## src/rtl/rv_mem_arb.sv

```systemverilog
`default_nettype none
// ============================================================================
// Module   : rv_mem_arb
// Brief    : Shares one memory bus between instruction fetch and load/store,
//            routing in-order responses back via an owner FIFO.
// Revision : 1.0 - initial release
// ============================================================================
module rv_mem_arb #(
    parameter int DEPTH      = 2,
    parameter int STARVE_MAX = 4
) (
    input  logic        i_clk,
    input  logic        i_reset,
    // instruction fetch port
    input  logic        i_instr_req,
    input  logic [31:0] i_instr_addr,
    output logic        o_instr_ack,
    output logic        o_instr_rdy,
    output logic [31:0] o_instr_data,
    input  logic        i_instr_flush,
    // load/store port
    input  logic        i_data_req,
    input  logic [31:0] i_data_addr,
    input  logic        i_data_we,
    input  logic [31:0] i_data_wdata,
    input  logic [3:0]  i_data_sel,
    output logic        o_data_ack,
    output logic        o_data_rdy,
    output logic [31:0] o_data_rdata,
    // external bus
    output logic        o_bus_req,
    output logic [31:0] o_bus_addr,
    output logic        o_bus_we,
    output logic [31:0] o_bus_wdata,
    output logic [3:0]  o_bus_sel,
    input  logic        i_bus_ack,
    input  logic        i_bus_rdy,
    input  logic [31:0] i_bus_rdata
);

    localparam int c_PTR_W = $clog2(DEPTH);
    localparam int c_CNT_W = c_PTR_W + 1;
    localparam int c_STV_W = $clog2(STARVE_MAX + 1);
    localparam logic [c_CNT_W-1:0] c_FULL      = c_CNT_W'(DEPTH);
    localparam logic [c_STV_W-1:0] c_STV_MAX   = c_STV_W'(STARVE_MAX);
    localparam logic               c_OWN_INSTR = 1'b0;
    localparam logic               c_OWN_DATA  = 1'b1;

    // owner FIFO
    logic [DEPTH-1:0]   r_own;
    logic [DEPTH-1:0]   r_drop;
    logic [c_PTR_W-1:0] r_wr_ptr;
    logic [c_PTR_W-1:0] r_rd_ptr;
    logic [c_CNT_W-1:0] r_count;

    logic [c_STV_W-1:0] r_starve;

    // address phase held on the bus until accepted
    logic               r_locked;
    logic               r_lock_own;
    logic               r_pend_drop;
    logic [31:0]        r_lock_addr;
    logic               r_lock_we;
    logic [31:0]        r_lock_wdata;
    logic [3:0]         r_lock_sel;

    logic               w_full;
    logic               w_grant;
    logic               w_own;
    logic               w_accept;
    logic               w_phase_drop;
    logic               w_pop;
    logic               w_head_own;
    logic               w_head_drop;
    logic [31:0]        w_addr;
    logic               w_we;
    logic [31:0]        w_wdata;
    logic [3:0]         w_sel;

    assign w_full = (r_count == c_FULL);

    always_comb begin : p_grant
        w_grant = 1'b0;
        w_own   = c_OWN_DATA;
        if (i_reset) begin
            w_grant = 1'b0;
        end else if (r_locked) begin
            w_grant = 1'b1;
            w_own   = r_lock_own;
        end else if (!w_full) begin
            // data has priority unless fetch has waited STARVE_MAX data grants
            if (i_data_req && !(i_instr_req && (r_starve == c_STV_MAX))) begin
                w_grant = 1'b1;
                w_own   = c_OWN_DATA;
            end else if (i_instr_req) begin
                w_grant = 1'b1;
                w_own   = c_OWN_INSTR;
            end
        end
    end

    always_comb begin : p_addr_mux
        w_addr  = '0;
        w_we    = 1'b0;
        w_wdata = '0;
        w_sel   = '0;
        if (w_grant) begin
            if (r_locked) begin
                w_addr  = r_lock_addr;
                w_we    = r_lock_we;
                w_wdata = r_lock_wdata;
                w_sel   = r_lock_sel;
            end else if (w_own == c_OWN_DATA) begin
                w_addr  = i_data_addr;
                w_we    = i_data_we;
                w_wdata = i_data_wdata;
                w_sel   = i_data_sel;
            end else begin
                w_addr  = i_instr_addr;
                w_sel   = 4'hF;
            end
        end
    end

    assign o_bus_req   = w_grant;
    assign o_bus_addr  = w_addr;
    assign o_bus_we    = w_we;
    assign o_bus_wdata = w_wdata;
    assign o_bus_sel   = w_sel;

    assign w_accept     = w_grant & i_bus_ack;
    // a fetch phase flushed now or earlier still completes, but silently
    assign w_phase_drop = w_grant & (w_own == c_OWN_INSTR) & (r_pend_drop | i_instr_flush);

    assign o_instr_ack = w_accept & (w_own == c_OWN_INSTR) & ~w_phase_drop;
    assign o_data_ack  = w_accept & (w_own == c_OWN_DATA);

    assign w_pop       = i_bus_rdy & (r_count != '0) & ~i_reset;
    assign w_head_own  = r_own[r_rd_ptr];
    assign w_head_drop = r_drop[r_rd_ptr] | (i_instr_flush & (w_head_own == c_OWN_INSTR));

    assign o_instr_rdy  = w_pop & (w_head_own == c_OWN_INSTR) & ~w_head_drop;
    assign o_data_rdy   = w_pop & (w_head_own == c_OWN_DATA) & ~w_head_drop;
    assign o_instr_data = o_instr_rdy ? i_bus_rdata : 32'h0;
    assign o_data_rdata = o_data_rdy  ? i_bus_rdata : 32'h0;

    always_ff @(posedge i_clk or posedge i_reset) begin : p_fifo
        if (i_reset) begin
            r_own    <= '0;
            r_drop   <= '0;
            r_wr_ptr <= '0;
            r_rd_ptr <= '0;
            r_count  <= '0;
        end else begin
            if (i_instr_flush) begin
                r_drop <= r_drop | ~r_own;
            end
            if (w_accept) begin
                r_own[r_wr_ptr]  <= w_own;
                r_drop[r_wr_ptr] <= w_phase_drop;
                r_wr_ptr         <= r_wr_ptr + 1'b1;
            end
            if (w_pop) begin
                r_rd_ptr <= r_rd_ptr + 1'b1;
            end
            case ({w_accept, w_pop})
                2'b10:   r_count <= r_count + 1'b1;
                2'b01:   r_count <= r_count - 1'b1;
                default: r_count <= r_count;
            endcase
        end
    end

    always_ff @(posedge i_clk or posedge i_reset) begin : p_starve
        if (i_reset) begin
            r_starve <= '0;
        end else if (!i_instr_req || (w_accept && (w_own == c_OWN_INSTR))) begin
            r_starve <= '0;
        end else if (w_accept && (w_own == c_OWN_DATA) && (r_starve != c_STV_MAX)) begin
            r_starve <= r_starve + 1'b1;
        end
    end

    always_ff @(posedge i_clk or posedge i_reset) begin : p_lock
        if (i_reset) begin
            r_locked     <= 1'b0;
            r_lock_own   <= 1'b0;
            r_pend_drop  <= 1'b0;
            r_lock_addr  <= '0;
            r_lock_we    <= 1'b0;
            r_lock_wdata <= '0;
            r_lock_sel   <= '0;
        end else begin
            r_locked    <= w_grant & ~i_bus_ack;
            r_pend_drop <= w_phase_drop & ~i_bus_ack;
            // snapshot the phase so the requester may change its inputs meanwhile
            if (w_grant && !i_bus_ack) begin
                r_lock_own   <= w_own;
                r_lock_addr  <= w_addr;
                r_lock_we    <= w_we;
                r_lock_wdata <= w_wdata;
                r_lock_sel   <= w_sel;
            end
        end
    end

endmodule
`default_nettype wire

```

## config.mk

```make
export PLATFORM = sky130hd
export DESIGN_NAME = rv_mem_arb
export DESIGN_NICKNAME = d
export VERILOG_FILES = /design/src/rtl/rv_mem_arb.sv
export SDC_FILE = /design/constraint.sdc
export NUM_CORES = 1
export LEC_CHECK = 0
export ABC_AREA = 1
export BUFFER_PORTS_ARGS = -buffer_cell sky130_fd_sc_hd__buf_2
export CAP_MARGIN = 10
export CORE_ASPECT_RATIO = 1.2
export CORE_MARGIN = 10
export CORE_UTILIZATION = 33
export CTS_BUF_LIST = sky130_fd_sc_hd__clkbuf_16
export DETAILED_ROUTE_END_ITERATION = 10
export GPL_ROUTABILITY_DRIVEN = 1
export PLACE_DENSITY = 0.7
export SETUP_SLACK_MARGIN = 0.3
export SLEW_MARGIN = 20
export SYNTH_ARGS = -nofsm -noshare
export SYNTH_HDL_FRONTEND = slang
export SYNTH_SLANG_ARGS = --single-unit
```

## constraint.sdc

```tcl
create_clock -name i_clk -period 6 [get_ports i_clk]
set_clock_uncertainty 0.2 [all_clocks]
set_input_delay 1.2 -clock i_clk [delete_from_list [all_inputs] [get_ports i_clk]]
set_output_delay 1.2 -clock i_clk [all_outputs]
set_load 0.05 [all_outputs]
```

; ---- After elaboration in Yosys (flattened, before gate mapping)
; Cells that the tools add are included.
; W data, S select, Z words.
[word_totals]
regBits = 83
latch_bits = 0
mem_bits_rw = 0
romBits = 0
inputBits = 140
output_inout_bits = 138
wordCells = 102
memories = 0
[classes]
addsub = 5
multipliers = 0
n_div = 0
order_cmp = 3
n_eq_ne = 5
n_shift = 0
muxes = 37
n_bitwise = 25
n_reduce_logical = 14
[ops]
columns = operator, count
row1 = $mux W32, 8
row2 = $mux W1, 18
row3 = $and A1 B1 Y1, 15
row4 = $mux W4, 3
row5 = $logic_and A1 B1 Y1, 7
row6 = $mux W3, 2
row7 = $not A1 Y1, 6
row8 = $reduce_bool A2 Y1, 3
row9 = $bwmux W2, 2
row10 = $eq A2 B2 Y1 const B, 2
row11 = $lt A1 B2 Y1 const B, 2
row12 = $mux W2, 2
row13 = $pmux W2 S2, 1
row14 = $add A3 B1 Y3 const B, 1
row15 = $eq A3 B3 Y1 const B, 1
row16 = $logic_not A1 Y1, 3
row17 = $ne A3 B3 Y1 const B, 1
row18 = $add A1 B1 Y1 const B, 2
row19 = $add A2 B1 Y2 const B, 1
row20 = $eq A2 B1 Y1 const B, 1
row21 = $not A2 Y2, 1
row22 = $or A1 B1 Y1, 2
row23 = $or A2 B2 Y2, 1
row24 = $sub A2 B1 Y2 const B, 1
row25 = other kinds (3), 3

; ---- Logic depth before layout (Yosys ltp)
[depth]
ltp_word = 13
depth_mapped = 11
mapped_depth_nobuf = 10

; ---- Worst setup path before layout
; No wires, ideal clock.
[synth_timing]
path_kind = input-to-output
from = in i_reset
to = out o_data_rdata[10]
arrival_time_ps = 5665
required_ps = 4600
slack_ps = -1065
stages = 6
path_buffers = 1
cell_sequence = inv_1 nand2_1 nor3_1 inv_1 buf_2 nor2_1
[synth_between]
elab_chain_len = 5
[synth_lines]
columns = item, line
row1 = start: declaration, 13  ; input logic i_reset,
row2 = $not A1 Y1, 138  ; assign w_pop = i_bus_rdy & (r_count != '0) & ~i_reset;
row3 = $and A1 B1 Y1, 138
row4 = $and A1 B1 Y1 (2 in a row), 143  ; assign o_data_rdy = w_pop & (w_head_own == c_OWN_DATA) & ~w_head_drop;
row5 = net o_data_rdy, 28  ; output logic o_data_rdy,
row6 = $mux W32, 145  ; assign o_data_rdata = o_data_rdy ? i_bus_rdata : 32'h0;
row7 = end: declaration, 29  ; output logic [31:0] o_data_rdata,
; The timed path passes the listed nets, and every way through them passes these cells.

; ---- Worst setup path after layout
[layout_timing]
from = in i_instr_req
to = out o_bus_sel[3]
[layout_between]
elab_chain_len = 10
elab_cells_between_ends = 16
classes_between = mux (13) / reduce/logical (3)
[layout_lines]
columns = item, line
row1 = start: declaration, 15  ; input logic i_instr_req,
row2 = $logic_and A1 B1 Y1, 92  ; if (i_data_req && !(i_instr_req && (r_starve == c_STV_MAX))) begin
row3 = $logic_not A1 Y1, 92
row4 = $logic_and A1 B1 Y1, 92
row5 = $mux W1, 92
row6 = $mux W1, 90  ; end else if (!w_full) begin
row7 = $mux W1, 87  ; end else if (r_locked) begin
row8 = $mux W1, 85  ; if (i_reset) begin
row9 = $mux W4, 113  ; end else if (w_own == c_OWN_DATA) begin
row10 = $mux W4, 108  ; if (r_locked) begin
row11 = $mux W4 *, 107  ; if (w_grant) begin
row12 = end: declaration, 35  ; output logic [3:0] o_bus_sel,
; Mark *: on every way between the ends. The rest lies on a longest branch, timed or not.

==> metrics.md <==
| Metric | Value |
|---|---|
| Slew Limit Fails | `0` |
| Post-detailed-route count of antenna-violating nets | `0` |
| Reg-to-reg setup timing slack | `3070 ps` |
| Crit Path Class | `input port to output port` |
| Post-CTS setup buffer count | `0` |
| Die ar. | `about 23000 sq um` |
| Fin area | `approximately 7400 sq um` |
| Total Power | `around 2.8 mW` |
| Starting Density | `between 30% and 40%` |
| Worst reg2reg path depth | `9` |
| Peak supply drop | `roughly 0.17 mV` |
| Core area | `16900 sq um` |
| Post-synth top flop | `dfrtp_1` |
| Port Buf Inserts | `about 280` |
| Critical path's top delay family | `simple AND/OR/NAND/NOR gates` |
| Total track usage | `~17%` |
| Worst EP required | `4600 ps` |
| Worst path bufs/invs | `2` |
| Die height | `164 um` |
| Final wirelength | `roughly 20000 um` |
| Die width | `roughly 140 um` |
| Internal power | `roughly 1.5 mW` |
| Worst-path clk slew | `approximately 60 ps` |
| Switching part of the total | `between 40% and 50%` |
| Std cell rows | `52` |
| Synthesized netlist cell count | `908` |
| Part of the power in the clock network | `20.1%` |
| H-Tree Depth | `3` |
| Post-Syn Nets | `approximately 1100` |
| Sw Pwr | `approximately 1.3 mW` |
| Post-DP HPWL | `14800 um` |
| CTS Sinks | `83` |
| Final #Nets | `~1300` |
| Global route total overflow | `0` |
| Number of global-route vias before repair | `6204` |
| Largest net degree at the start of global routing | `approximately 80` |
| RR Endpoint | `r_starve[0]` |
| Crit path largest cell delay | `roughly 830 ps` |
| CTS tree | `yes` |
| Max Fclk | `between 0.2 and 0.25 GHz` |
| Cts repair resizes | `0` |
| Number of synthesized flops with an enable pin | `0` |
| Avg WL per Cell | `about 15 um` |
| Crit path cell chain | `buf_2 > nand2_1 > nand2_2 > nand3_2 > nand2_1 > and2_1 > buf_2` |
| CP Capture Type | `output port` |
| Drt via density | `about 4.7` |
| Hold Path Sink | `r_lock_wdata[0]` |
| Hold Fails Final Rpt | `0` |
| Routability cong. | `around 0.8` |
| Worst r2r src | `r_count[0]` |
| Num CTS Buffers | `9` |
| Longest Clk Path Bufs | `2` |
| Reg power frac | `32.2%` |
| First-pass GRT wire length | `32300 um` |
| Drt drc | `0` |
| I/O Pins | `278` |
| Insertion delay to the later sink of the worst-skew pair | `around 340 ps` |
| HP Class | `flop to flop` |
| Relative slew margins | `37.7%` |
| Post-Layout Cell Count | `roughly 1400` |
| Setup-failing EPs final | `0` |
| WP data arrival | `roughly 3500 ps` |
| Placed cell areas | `between 7000 and 8000 sq um` |
| Tmin final | `between 4000 and 5000 ps` |
| Clk root buf | `clkbuf_16` |
| Layout cell share with drive strength beyond 1 | `between 20% and 30%` |
| Max-cap violations | `0` |
| Outcome | `finished, final reports clean` |
| Synth unique cells | `28` |
| Starting DRT DRC Count | `around 390` |
| Comb pwr share | `between 40 and 50%` |
| Synthesis-to-finish area growth | `30.7%` |
| Commonest non-fill, non-tap cell in the layout | `nand2_1` |
| Most frequent cells in the layout | `nand2_1, buf_2, nor2_1, inv_1, dfrtp_1` |
| Worst-Margin Slew | `just over 900 ps` |
| Setup crit start kind | `input port` |
| Average cell area after synthesis | `approximately 6.3 sq um` |
| Number of iterations in the first detailed-routing pass | `4` |
| Post-synthesis async set-or-reset flop share | `100%` |
| Max FO, Critical Path | `37` |
| Crit-path slowest cell | `nand3_2` |
| Cts-stage hold buffer count | `0` |
| Synth Warn # | `0` |
| Levels on crit path | `7` |
| Final Cycle Share | `between 80% and 90%` |
| Seq cells post-synth | `83` |
| Setup TNS | `0 ps` |
| Hold path start | `r_lock_wdata[0]` |
| Fin Hold WS | `278 ps` |
| Unrepaired setup endpoints after global routing | `no` |
| Mapped Area | `around 5700 sq um` |
| Lkg Pwr | `about 4.8 nW` |
| Vias post-DR | `roughly 6400` |
| Pwr dens | `approximately 380 nW/um^2` |
| Post-synthesis sequential area ratio | `approximately 36%` |
| Placed Cells | `approximately 1400` |
| Initial antenna violation count | `3` |
| Hold path depth | `2` |
-- cell type report --
class,count,area [sq um]
Fill cell,1795,9470
Multi-Input combinational cell,679,3000
Sequential cell,83,2080
Timing Repair Buffer,286,1450
Inverter,88,337
Tap cell,216,270
Clock buffer,9,225
Clock inverter,7,75.1
Antenna cell,3,7.51
-- logic make-up after synthesis --
| group | count (synthesis) | synth area share, % |
|---|---|---|
| adders and majority gates | 3 | 0.659 |
| xor gates and xnor gates | 4 | 0.615 |
| and+or+nand+nor | 616 | 46.0 |
| DFF | 83 | 36.5 |
| buffers and inverters | 146 | 11.1 |
| AOI/OAI and AO/OA | 56 | 5.12 |
-- power groups by stage --
stage	sequential (mW)	combinational, mW	clock, mW
floorplan	0.882	1.06	0
global placement	0.903	1.34	0
detailed placement	0.912	1.35	0
CTS	0.904	1.36	0.582
global route	0.936	1.49	0.609
finish	0.905	1.34	0.564
-- layer usage --
metal  vias to the layer above  global-route usage (%)  routed length (um)
met3                        17                    6.12                1860
met1                      2883                    19.0                8310
met2                       251                    29.8                9880
met5                         -                       0                   0
met4                         0                    4.70                 280
li1                       3294                       -                   -
-- state kept, by name, indices dropped and copies added (netlist names) --
| signal | count |
|---|---|
| r_wr_ptr | 1 |
| r_lock_we | 1 |
| r_starve | 3 |
| r_count | 2 |
| r_lock_addr | 32 |
| r_locked | 1 |
| r_lock_own | 1 |
| r_own | 2 |
| r_rd_ptr | 1 |
| r_drop | 2 |
| r_lock_sel | 4 |
| r_pend_drop | 1 |
| r_lock_wdata | 32 |
-- worst max path at each step --
stage	slack, ps	end	start
floorplan	440	o_data_rdata[10]	i_reset
global placement	1080	o_bus_sel[3]	i_instr_req
detailed placement	1060	o_bus_sel[3]	i_instr_req
CTS	1070	o_bus_sel[3]	i_instr_req
global route	880	o_bus_sel[0]	i_instr_req
finish	1110	o_bus_sel[3]	i_instr_req
-- cells in the mapped netlist (3+ instances only) --
master | n | share of area [%]
a21oi_1 | 7 | 0.62
and2_1 | 37 | 4.1
buf_2 | 26 | 2.3
buf_4 | 3 | 0.40
buf_6 | 5 | 0.99
clkbuf_1 | 23 | 1.5
dfrtp_1 | 83 | 36
ha_1 | 3 | 0.66
inv_1 | 85 | 5.6
nand2_1 | 320 | 21
nand3_1 | 74 | 6.5
nand4_1 | 33 | 3.6
nor2_1 | 143 | 9.4
o21ai_0 | 27 | 2.4
o21ai_1 | 21 | 1.8
xnor2_1 | 3 | 0.46
-- worst min-delay path: cells and delay by family, from the launching register on --
kind / cells / cell delay (ps)
flip-flops: 1 / 340
AND/OR/NAND/NOR: 2 / 110
-- per-stage QoR --
| step | setup WS, ps | utilization, % |
|---|---|---|
| after floorplan | 436 | - |
| after global placement | 1080 | 42.1 |
| after detailed placement | 1060 | 42.2 |
| after CTS | 1070 | 43.9 |
| after global routing | 883 | 44.0 |
| final | 1110 | 44.0 |
No activity file was read; power rests on OpenSTA's default activity.
